### src/rtl/tlul_arb_pkg.sv
`default_nettype none
// ----------------------------------------------------------------------------
// tlul_arb_pkg : default sizing and host-index type for the TL-UL host arbiter
// Revision     : 1.0
// ----------------------------------------------------------------------------
package tlul_arb_pkg;

  localparam int NumHostsDefault       = 2;
  localparam int MaxOutstandingDefault = 4;
  localparam int HostIdxW              = $clog2(NumHostsDefault);

  typedef logic [HostIdxW-1:0] host_idx_t;

endpackage
`default_nettype wire

### src/rtl/tlul_pkg.sv
`default_nettype none
// ----------------------------------------------------------------------------
// tlul_pkg : TileLink-UL host-to-device and device-to-host bus structures
// Revision : 1.0
// ----------------------------------------------------------------------------
package tlul_pkg;

  typedef struct packed {
    logic        a_valid;
    logic [2:0]  a_opcode;
    logic [2:0]  a_param;
    logic [1:0]  a_size;
    logic [7:0]  a_source;
    logic [31:0] a_address;
    logic [3:0]  a_mask;
    logic [31:0] a_data;
    logic        d_ready;
  } tl_h2d_t;

  typedef struct packed {
    logic        d_valid;
    logic [2:0]  d_opcode;
    logic [2:0]  d_param;
    logic [1:0]  d_size;
    logic [7:0]  d_source;
    logic        d_sink;
    logic [31:0] d_data;
    logic        d_error;
    logic        a_ready;
  } tl_d2h_t;

endpackage
`default_nettype wire

### src/rtl/tlul_host_arb_if.sv
`default_nettype none
// ----------------------------------------------------------------------------
// tlul_host_arb_if : host-side and device-side TL-UL buses of the arbiter
// Revision         : 1.0
// ----------------------------------------------------------------------------
interface tlul_host_arb_if #(
  parameter int NumHosts = tlul_arb_pkg::NumHostsDefault
);

  tlul_pkg::tl_h2d_t [NumHosts-1:0] tl_h_i;
  tlul_pkg::tl_d2h_t [NumHosts-1:0] tl_h_o;
  tlul_pkg::tl_h2d_t                tl_d_o;
  tlul_pkg::tl_d2h_t                tl_d_i;

  // slave: the arbiter itself; master: the hosts plus the shared device
  modport slave  (input tl_h_i, output tl_h_o, output tl_d_o, input tl_d_i);
  modport master (output tl_h_i, input tl_h_o, input tl_d_o, output tl_d_i);

endinterface
`default_nettype wire

### src/rtl/tlul_arb_fifo.sv
`default_nettype none
// ----------------------------------------------------------------------------
// tlul_arb_fifo : synchronous FIFO of host indices with occupancy count
// Revision      : 1.0
// ----------------------------------------------------------------------------
module tlul_arb_fifo
  import tlul_arb_pkg::*;
#(
  parameter  int Width = $bits(host_idx_t),
  parameter  int Depth = MaxOutstandingDefault,
  localparam int PtrW  = $clog2(Depth),
  localparam int CntW  = PtrW + 1
) (
  input  logic             clk_i,
  input  logic             rst_ni,
  input  logic             push_i,
  input  logic [Width-1:0] wdata_i,
  input  logic             pop_i,
  output logic [Width-1:0] rdata_o,
  output logic             full_o,
  output logic             empty_o,
  output logic [CntW-1:0]  count_o
);

  logic [Depth-1:0][Width-1:0] mem_q, mem_d;
  logic [PtrW-1:0]             wptr_q, wptr_d, rptr_q, rptr_d;
  logic [CntW-1:0]             cnt_q, cnt_d;
  logic                        do_push, do_pop;

  assign full_o  = (cnt_q == CntW'(Depth));
  assign empty_o = (cnt_q == '0);
  // A push into a full queue is dropped even when a pop frees a slot this cycle
  assign do_push = push_i & ~full_o;
  assign do_pop  = pop_i & ~empty_o;
  assign rdata_o = mem_q[rptr_q];
  assign count_o = cnt_q;

  always_comb begin
    mem_d  = mem_q;
    wptr_d = wptr_q;
    rptr_d = rptr_q;
    cnt_d  = cnt_q;
    if (do_push) begin
      mem_d[wptr_q] = wdata_i;
      wptr_d        = wptr_q + PtrW'(1);
    end
    if (do_pop) begin
      rptr_d = rptr_q + PtrW'(1);
    end
    case ({do_push, do_pop})
      2'b10:   cnt_d = cnt_q + CntW'(1);
      2'b01:   cnt_d = cnt_q - CntW'(1);
      default: cnt_d = cnt_q;
    endcase
  end

  always_ff @(posedge clk_i or negedge rst_ni) begin
    if (!rst_ni) begin
      mem_q  <= '0;
      wptr_q <= '0;
      rptr_q <= '0;
      cnt_q  <= '0;
    end else begin
      mem_q  <= mem_d;
      wptr_q <= wptr_d;
      rptr_q <= rptr_d;
      cnt_q  <= cnt_d;
    end
  end

endmodule
`default_nettype wire

### src/rtl/tlul_host_arb.sv
`default_nettype none
// ----------------------------------------------------------------------------
// tlul_host_arb : round-robin TL-UL host arbiter sharing one device port
// Revision      : 1.0
// ----------------------------------------------------------------------------
module tlul_host_arb
  import tlul_pkg::*;
  import tlul_arb_pkg::*;
#(
  parameter  int NumHosts       = NumHostsDefault,
  parameter  int MaxOutstanding = MaxOutstandingDefault,
  localparam int IdxW           = $clog2(NumHosts),
  localparam int CntW           = $clog2(MaxOutstanding) + 1
) (
  input  logic            clk_i,
  input  logic            rst_ni,
  tlul_host_arb_if.slave  bus,
  output logic [CntW-1:0] outstanding_o,
  output logic            idle_o,
  output logic            err_o
);

  logic            locked_q, locked_d;
  logic [IdxW-1:0] lock_idx_q, lock_idx_d;
  logic [IdxW-1:0] last_grant_q, last_grant_d;
  logic            err_q, err_d;

  logic [IdxW-1:0] gnt_idx, head_idx;
  logic            gnt_found, gnt_req, a_valid_out;
  logic            full, empty, accept, pop, any_req;
  logic [CntW-1:0] count;

  // Grant selection: a held lock wins, otherwise rotate from the last winner
  always_comb begin
    gnt_found = 1'b0;
    gnt_idx   = '0;
    if (locked_q) begin
      gnt_found = 1'b1;
      gnt_idx   = lock_idx_q;
    end else begin
      for (int k = 1; k <= NumHosts; k++) begin
        if (!gnt_found &&
            bus.tl_h_i[IdxW'((int'(last_grant_q) + k) % NumHosts)].a_valid) begin
          gnt_found = 1'b1;
          gnt_idx   = IdxW'((int'(last_grant_q) + k) % NumHosts);
        end
      end
    end
  end

  assign gnt_req     = gnt_found & bus.tl_h_i[gnt_idx].a_valid;
  assign a_valid_out = gnt_req & ~full;
  assign accept      = a_valid_out & bus.tl_d_i.a_ready;
  assign pop         = bus.tl_d_i.d_valid & ~empty & bus.tl_h_i[head_idx].d_ready;

  always_comb begin
    bus.tl_d_o         = bus.tl_h_i[gnt_idx];
    bus.tl_d_o.a_valid = a_valid_out;
    // With nothing outstanding any response is stray and is drained here
    bus.tl_d_o.d_ready = empty ? 1'b1 : bus.tl_h_i[head_idx].d_ready;
    any_req            = 1'b0;
    for (int i = 0; i < NumHosts; i++) begin
      bus.tl_h_o[i]         = bus.tl_d_i;
      bus.tl_h_o[i].a_ready = gnt_found && (gnt_idx == IdxW'(i)) &&
                              bus.tl_d_i.a_ready && !full;
      bus.tl_h_o[i].d_valid = bus.tl_d_i.d_valid && !empty && (head_idx == IdxW'(i));
      any_req               = any_req | bus.tl_h_i[i].a_valid;
    end
  end

  // A requesting grantee that is not accepted (device stall or full queue)
  // keeps the grant so its held request cannot be overtaken.
  always_comb begin
    locked_d     = locked_q;
    lock_idx_d   = lock_idx_q;
    last_grant_d = last_grant_q;
    if (accept) begin
      locked_d     = 1'b0;
      last_grant_d = gnt_idx;
    end else if (gnt_req) begin
      locked_d   = 1'b1;
      lock_idx_d = gnt_idx;
    end
    err_d = bus.tl_d_i.d_valid & empty;
  end

  always_ff @(posedge clk_i or negedge rst_ni) begin
    if (!rst_ni) begin
      locked_q     <= 1'b0;
      lock_idx_q   <= '0;
      last_grant_q <= IdxW'(NumHosts - 1);
      err_q        <= 1'b0;
    end else begin
      locked_q     <= locked_d;
      lock_idx_q   <= lock_idx_d;
      last_grant_q <= last_grant_d;
      err_q        <= err_d;
    end
  end

  tlul_arb_fifo #(
    .Width (IdxW),
    .Depth (MaxOutstanding)
  ) u_trk_fifo (
    .clk_i   (clk_i),
    .rst_ni  (rst_ni),
    .push_i  (accept),
    .wdata_i (gnt_idx),
    .pop_i   (pop),
    .rdata_o (head_idx),
    .full_o  (full),
    .empty_o (empty),
    .count_o (count)
  );

  assign outstanding_o = count;
  assign idle_o        = (count == '0) && !any_req;
  assign err_o         = err_q;

endmodule
`default_nettype wire

### src/flat_wrapper.sv
// flat-port wrapper written by rule: the top's interface ports become plain ports
module tlul_host_arb_flat import tlul_pkg::*; import tlul_arb_pkg::*;
#(
  parameter  int NumHosts       = NumHostsDefault,
  parameter  int MaxOutstanding = MaxOutstandingDefault,
  localparam int IdxW           = $clog2(NumHosts),
  localparam int CntW           = $clog2(MaxOutstanding) + 1
)
  (clk_i, rst_ni, outstanding_o, idle_o, err_o, bus_tl_h_i, bus_tl_h_o, bus_tl_d_o, bus_tl_d_i);
  tlul_host_arb_if #(.NumHosts(NumHosts)) bus_i ();
  input  logic clk_i;
  input  logic rst_ni;
  output logic [CntW-1:0] outstanding_o;
  output logic idle_o;
  output logic err_o;
  input wire logic [$bits(bus_i.tl_h_i)-1:0] bus_tl_h_i;
  output wire logic [$bits(bus_i.tl_h_o)-1:0] bus_tl_h_o;
  output wire logic [$bits(bus_i.tl_d_o)-1:0] bus_tl_d_o;
  input wire logic [$bits(bus_i.tl_d_i)-1:0] bus_tl_d_i;
  assign bus_i.tl_h_i = bus_tl_h_i;
  assign bus_tl_h_o = bus_i.tl_h_o;
  assign bus_tl_d_o = bus_i.tl_d_o;
  assign bus_i.tl_d_i = bus_tl_d_i;
  tlul_host_arb #(.NumHosts(NumHosts), .MaxOutstanding(MaxOutstanding)) u_core (.clk_i(clk_i), .rst_ni(rst_ni), .bus(bus_i), .outstanding_o(outstanding_o), .idle_o(idle_o), .err_o(err_o));
endmodule
### config.mk
export PLATFORM = sky130hd
export DESIGN_NAME = tlul_host_arb_flat
export DESIGN_NICKNAME = d
export VERILOG_FILES = /design/src/rtl/tlul_arb_pkg.sv /design/src/rtl/tlul_pkg.sv /design/src/rtl/tlul_host_arb_if.sv /design/src/rtl/tlul_arb_fifo.sv /design/src/rtl/tlul_host_arb.sv /design/src/flat_wrapper.sv
export SDC_FILE = /design/constraint.sdc
export NUM_CORES = 1
export LEC_CHECK = 0
export ABC_AREA = 1
export CAP_MARGIN = 25
export CORE_AREA = 2 2 162 164
export DETAILED_ROUTE_END_ITERATION = 6
export DIE_AREA = 0 0 164 166
export GPL_TIMING_DRIVEN = 1
export SKIP_LAST_GASP = 1
export SLEW_MARGIN = 40
export SYNTH_ARGS = -nofsm -noshare
export SYNTH_HDL_FRONTEND = slang
export SYNTH_SLANG_ARGS = --single-unit
### constraint.sdc
create_clock -name clk_i -period 2.4 [get_ports clk_i]
set_clock_uncertainty 0.15 [all_clocks]
set_input_delay 0.72 -clock clk_i [delete_from_list [all_inputs] [get_ports clk_i]]
set_output_delay 0.72 -clock clk_i [all_outputs]
set_load 0.03 [all_outputs]
==> flow_metrics.py, run 1 <==
metrics = {
    "logic_synthesis": {
        "synth_compound_area_share_pct": 1.67,
        "synthesis.area_um2": 2690,
        "synthMuxAreaShare_pct": 0,
        "synth_seq_area_share_pct": 14.0,
        "yosys_warnings": 0,
        "syn_inst": 490,
        "synth-xor-area-share_pct": 0.977,
        "synth_top_family_by_area": "simple AND/OR/NAND/NOR gates",
        "syn_avg_cell_area_um2": 5.49,
        "async_flop_share_pct": 100,
        "ys_seq_elements": 15,
        "synthSimpleGateAreaFrac_pct": 45.6,
        "synth_fa_ha_area_share_pct": 3.07,
        "ys_types": 20,
        "synth_ff_type": "dfrtp_1",
        "syn_nets": 722,
        "synth-edff-count": 0,
    },
    "power": {
        "combPwrFrac_pct": 92.0,
        "p_sw_share_pct": 52.3,
        "p_clk_share_pct": 3.2,
        "total_leakage_power_nw": 3.19,
        "intPower_mw": 4.80,
        "switching_power_mw": 5.26,
        "ir_worst_vdd_mv": 0.815,
        "seqPwrFrac_pct": 4.8,
        "power_per_cell_area_nw_per_um2": 1500,
    },
    "place": {
        "place_congestion": 0.755,
        "numPortBuffers": 270,
        "placed_cell_area_um2": 5270,
        "hpwl_mm": 11.5,
    },
    "finish": {
        "regArea_um2": 378,
        "multi_input_area_um2": 2180,
        "n_fill_cell": 2799,
        "fin_util_pct": 26.2,
        "design_area_um2": 6710,
        "antennaDiodeCount": 0,
        "nets": 929,
        "syn_to_final_growth_pct": 150,
        "drive_gt1_share_pct": 48.0,
        "final_common_cell": "clkdlybuf4s50_1",
        "layout_common_cells": "173 x clkdlybuf4s50_1, 121 x nand2_1, 107 x nand2_2",
    },
    "cts": {
        "clk_pin_slew_worst_paths_ns": 0.05,
        "htreeDepth": 1,
        "clock_latency_ns": 0.24,
        "cts_tree": "built",
        "holdBufCountCts": 0,
        "cts_buffers": 3,
        "cts_buffer_depth": 2,
        "clock_sinks": 15,
        "cts-root-buf": "clkbuf_16",
    },
    "grt": {
        "overflow": 0,
        "grt_max_degree": 16,
        "antenna_found_initial": 1,
        "grt_pass1_vias": 3831,
        "grt_use_total_pct": 11.1,
        "grt_pass1_wl_mm": 22.9,
    },
    "timing": {
        "max_slew_margin_pct": 74.3,
        "rsz0062_at_grt": "yes",
        "setup_violations": 87,
        "worstMarginPinSlew_ns": 0.385,
        "fmax_mhz": 372,
        "finalMaxSlewViolations": 0,
        "layout_setup_ws_ns": -0.287,
        "finalHoldViolations": 0,
        "period_share_pct": 112,
        "fin_crit_ns": 2.69,
    },
    "die": {
        "rows": 59,
        "core_um2": 25600,
        "dieArea_um2": 27200,
        "ioPinCount": 421,
        "initial_core_util_pct": 10.5,
        "die_w_um": 164,
        "dieHeight_um": 166,
    },
    "route": {
        "ant_nets": 0,
        "wl_mm": 15.8,
        "dr.pass1.iters": 4,
        "vias_per_cell": 3.54,
        "drc": 0,
        "initialDrtViolationCount": 82,
        "num_vias": 3645,
        "drt-wirelength-per-cell_um": 15.4,
    },
    "worst_setup_path": {
        "worstPathMaxFanout": 8,
        "endpoint_kind": "output pin",
        "crit_path_start_kind": "input pin",
        "critPathKind": "in -> out",
        "cp.required_ns": 1.53,
        "arrival_ns": 1.82,
    },
    "hold_path": {
        "hp-class": "reg -> reg",
    },
    "flow_run": {
        "maxCapViolCount": 0,
    },
    "run_status": {
        "status": "finished, violations left",
        "violations": "setup timing",
    },
}
[power groups by stage]
stage / Sequential (mW) / Combinational [mW] / Clock [mW]
floorplan: 0.517 / 4.06 / 0
global placement: 0.463 / 6.57 / 0
detailed placement: 0.467 / 6.59 / 0
CTS: 0.469 / 8.87 / 0.331
global route: 0.497 / 9.87 / 0.339
finish: 0.480 / 9.26 / 0.323
[cell families (layout without fill, tap and decap cells)]
group                      count (synthesis)  after routing
and+or+nand+nor                          316            316
buffers and inverters                    141            347
DFF                                       15             15
AOI/OAI and AO/OA                          9              9
adders and majority gates                  6              6
xor gates and xnor gates                   3              3
[through the flow]
step           worst slack [ns]  TNS, ns  power [mW]  hold WS, ns  std cells
6_report                 -0.287   -18.68        10.1        0.328       1031
3_3_place_gp             -0.751   -59.95        7.03        0.307       1004
5_1_grt                  -0.345   -24.79        10.7        0.356       1031
2_1_floorplan           -0.0235  -0.0235        4.58        0.274        490
3_5_place_dp             -0.768   -60.27        7.05        0.316       1004
4_1_cts                  -0.297   -21.12        9.67        0.329       1033
[sequential cells by signal, summed over array words and instances (netlist names)]
| name | cells |
|---|---|
| u_core.u_trk_fifo.mem_q | 4 |
| u_core.u_trk_fifo.count_o | 3 |
| u_core.u_trk_fifo.rptr_q | 2 |
| u_core.u_trk_fifo.wptr_q | 2 |
| u_core.err_o | 1 |
| u_core.last_grant_q | 1 |
| u_core.lock_idx_q | 1 |
| u_core.locked_q | 1 |
[final cells by class]
cell class	instances	area share [%]
clock buffers	4	1.17
flip-flops and latches	15	5.63
inverters	20	1.19
well taps	335	6.24
repair buffers	323	53.3
multi-input cells	334	32.5
[synthesized netlist by cell type, types with 4 or more instances]
cell      count  share of area (%)
nor3_1        4               0.74
o21ai_0       5               0.93
nand4_1       4               0.93
nand2_1     286                 40
clkbuf_1     11                1.5
dfrtp_1      14                 13
nor2_1        6               0.84
buf_4       106                 30
nand3_1      15                2.8
inv_1        19                2.7
ha_1          5                2.3
buf_2         4               0.74
[worst max-delay path: stages]
cell and delay, ns:
buf_8 0.09, nor2_4 0.04, nor2_4 0.21, clkinv_4 0.14
buf_12 0.18, buf_12 0.15, nand2_4 0.08, nand2_4 0.05
buf_12 0.13
[timing repair]
| item | 4_1_cts | 5_1_grt |
|---|---|---|
| endpoints found under the setup margin | 93 | 92 |
| setup buffers | 15 | 1 |
| gates resized for setup | 175 | 114 |
| gates cloned | 10 | 1 |
| pin swaps | 26 | 18 |
[path summary, 6_finish.rpt]
path,from,slack [ns],to,cells past startpoint
worst max register to register,u_core.locked_q,0.09,u_core.u_trk_fifo.count_o[1],11
worst max-delay path,bus_tl_h_i[85],-0.29,bus_tl_d_o[57],9
max in group asynchronous,rst_ni,1.21,u_core.last_grant_q,2
min in group asynchronous,rst_ni,0.65,u_core.lock_idx_q,2
worst min register to register,u_core.u_trk_fifo.mem_q[1],0.33,u_core.u_trk_fifo.mem_q[1],2
worst min-delay path,u_core.u_trk_fifo.mem_q[1],0.33,u_core.u_trk_fifo.mem_q[1],2
[metal layers]
metal  part of all wire, %  track usage, %
met1                    37            12.5
met5                  0.34            1.45
met4                  0.85            1.41
met2                    52            20.1
met3                   9.7            4.07
No activity file was read; power rests on OpenSTA's default activity.
==> inputs of run 2 (changes only) <==
- PLACE_DENSITY: not set -> 0.41
==> flow_metrics.py, run 2 (synthesis gave the netlist of run 1 again) <==
metrics = {
    "route": {
        "met2_length_mm": 7.80,
        "wl_mm": 15.9,
        "num_vias": 3609,
        "initialDrtViolationCount": 132,
        "m1WireLength_mm": 6.60,
        "ant_nets": 0,
        "drt-wirelength-per-cell_um": 15.2,
        "wl_met3_mm": 1.53,
        "vias_per_cell": 3.45,
        "dr.max_layer_used": "met4",
        "drc": 0,
        "dr.pass1.iters": 4,
    },
    "finish": {
        "drive_gt1_share_pct": 48.1,
        "antennaDiodeCount": 0,
        "largest_register": "u_core.u_trk_fifo.mem_q",
        "layout_common_cells": "173 x clkdlybuf4s50_1, 135 x nand2_1, 113 x nand2_2",
        "syn_to_final_growth_pct": 153,
        "largest_reg_flops": 4,
        "design_area_um2": 6810,
        "final_common_cell": "clkdlybuf4s50_1",
        "nets": 944,
    },
    "die": {
        "dieArea_um2": 27200,
        "initial_core_util_pct": 10.5,
        "dieHeight_um": 166,
        "ioPinCount": 421,
        "die_w_um": 164,
        "core_um2": 25600,
        "rows": 59,
    },
    "place": {
        "place_worst_setup_slack_ns": -0.669,
        "place_congestion": 0.709,
        "hpwl_mm": 11.3,
        "numPortBuffers": 270,
        "placed_cell_area_um2": 5300,
    },
    "worst_setup_path": {
        "cp_cell_sequence": "buf_6 > o21ai_4 > nor2_4 > buf_12 > buf_12 > buf_16 > nor3_4 > buf_6",
        "arrival_ns": 1.78,
        "cp_slowest_cell": "dfrtp_2",
        "path_buf_inv": 5,
        "path_depth": 8,
        "cp-startpoint": "u_core.locked_q",
        "max_stage_delay_ns": 0.44,
        "cp.required_ns": 1.53,
        "crit_path_start_kind": "flip-flop",
        "reg2reg_depth": 13,
        "endpoint_kind": "output pin",
        "critPathKind": "reg -> out",
        "worstPathMaxFanout": 7,
        "crit_family": "buffers and inverters",
        "r2r_start": "u_core.last_grant_q",
    },
    "grt": {
        "grt_pass1_vias": 3893,
        "grt_pass1_wl_mm": 23.4,
        "antenna_found_initial": 0,
        "grt_use_total_pct": 11.3,
        "grt_max_degree": 17,
        "overflow": 0,
    },
    "cts": {
        "clock_latency_ns": 0.24,
        "cts_buffer_depth": 2,
        "clk_pin_slew_worst_paths_ns": 0.05,
        "clock_sinks": 15,
        "cts_buffers": 3,
        "htreeDepth": 1,
        "cts_tree": "built",
        "cts-root-buf": "clkbuf_16",
    },
    "timing": {
        "layout_setup_ws_ns": -0.254,
        "setup_violations": 87,
        "fin_crit_ns": 2.65,
        "max_slew_margin_pct": 77.4,
        "worstMarginPinSlew_ns": 0.339,
        "fmax_mhz": 377,
        "finalHoldViolations": 0,
        "finalMaxSlewViolations": 0,
        "rsz0062_at_grt": "yes",
        "period_share_pct": 111,
    },
    "power": {
        "total_leakage_power_nw": 3.24,
        "ir_worst_vdd_mv": 0.561,
        "power_mw": 10.4,
        "power_per_cell_area_nw_per_um2": 1530,
    },
    "run_status": {
        "violations": "setup timing",
        "status": "finished, violations left",
    },
    "hold_path": {
        "worstHoldStart": "u_core.u_trk_fifo.mem_q[3]",
        "hp-class": "reg -> reg",
        "hold_depth": 2,
    },
    "flow_run": {
        "maxCapViolCount": 0,
    },
}
==> run 2: cell count changes in the layout (fill, tap and decap cells not counted), sizes merged <==
cell	change
buf	+14
clkbuf	+1
clkdlybuf4s15	+1
dlygate4sd2	-1
==> run 2: where the power goes <==
group | internal, mW | total [mW] | switching (mW)
sequential | 0.378 | 0.469 | 0.0910
combinational | 4.55 | 9.64 | 5.09
clock | 0.225 | 0.324 | 0.0987
==> run 2: final timing paths <==
path                                                endpoint  slack (ns)
min in group asynchronous                       u_core.err_o        0.65
worst max register to register  u_core.u_trk_fifo.count_o[2]        0.13
worst min register to register    u_core.u_trk_fifo.mem_q[3]        0.33
max in group asynchronous                u_core.last_grant_q        1.19
worst min-delay path              u_core.u_trk_fifo.mem_q[3]        0.33
worst max-delay path                           bus_tl_h_o[0]       -0.25
==> run 2: layer usage <==
metal / up-vias / global-route usage [%]
met5: - / 0
met4: 0 / 0.839
met3: 8 / 4.05
met2: 205 / 19.5
met1: 1571 / 14.0
li1: 1825 / -
==> run 2: through the flow <==
stage                     setup TNS, ns  utilization [%]  std cells  hold slack (ns)
after floorplan                 -0.0235                -        490            0.274
after global routing             -24.89             26.6       1046            0.370
final                            -18.65             26.6       1046            0.332
after CTS                        -24.37             25.2       1042            0.331
after detailed placement         -56.32             20.7       1011            0.318
after global placement           -57.39             20.7       1011            0.317
==> run 2: tightest hold or removal path: cells and delay by family, from the launching register on <==
kind / cells / cell delay (ns)
flops: 1 / 0.35
simple gates: 2 / 0.11
==> run 2: area by class of cell <==
type,instances,area (um^2)
well taps,335,419
fillers,2823,18800
repair buffers,338,3800
inverters,20,87.6
multi-input cells,334,2050
clock buffers,4,78.8
flip-flops and latches,15,378
==> run 2: repair_timing <==
item | in CTS | in global routing
cloned | 12 | 2
hold buffers | 0 | 0
setup endpoints to repair | 93 | 93
endpoints found under the hold margin | 0 | 0
pin swaps | 12 | 21
buffers inserted | 15 | 4
gates resized for setup | 179 | 93
==> inputs of run 3 (changes only) <==
- SLEW_MARGIN: 40 -> not set
==> results of run 3 <==
Same layout as run 2: the final DEF is identical, and so are final timing and power.
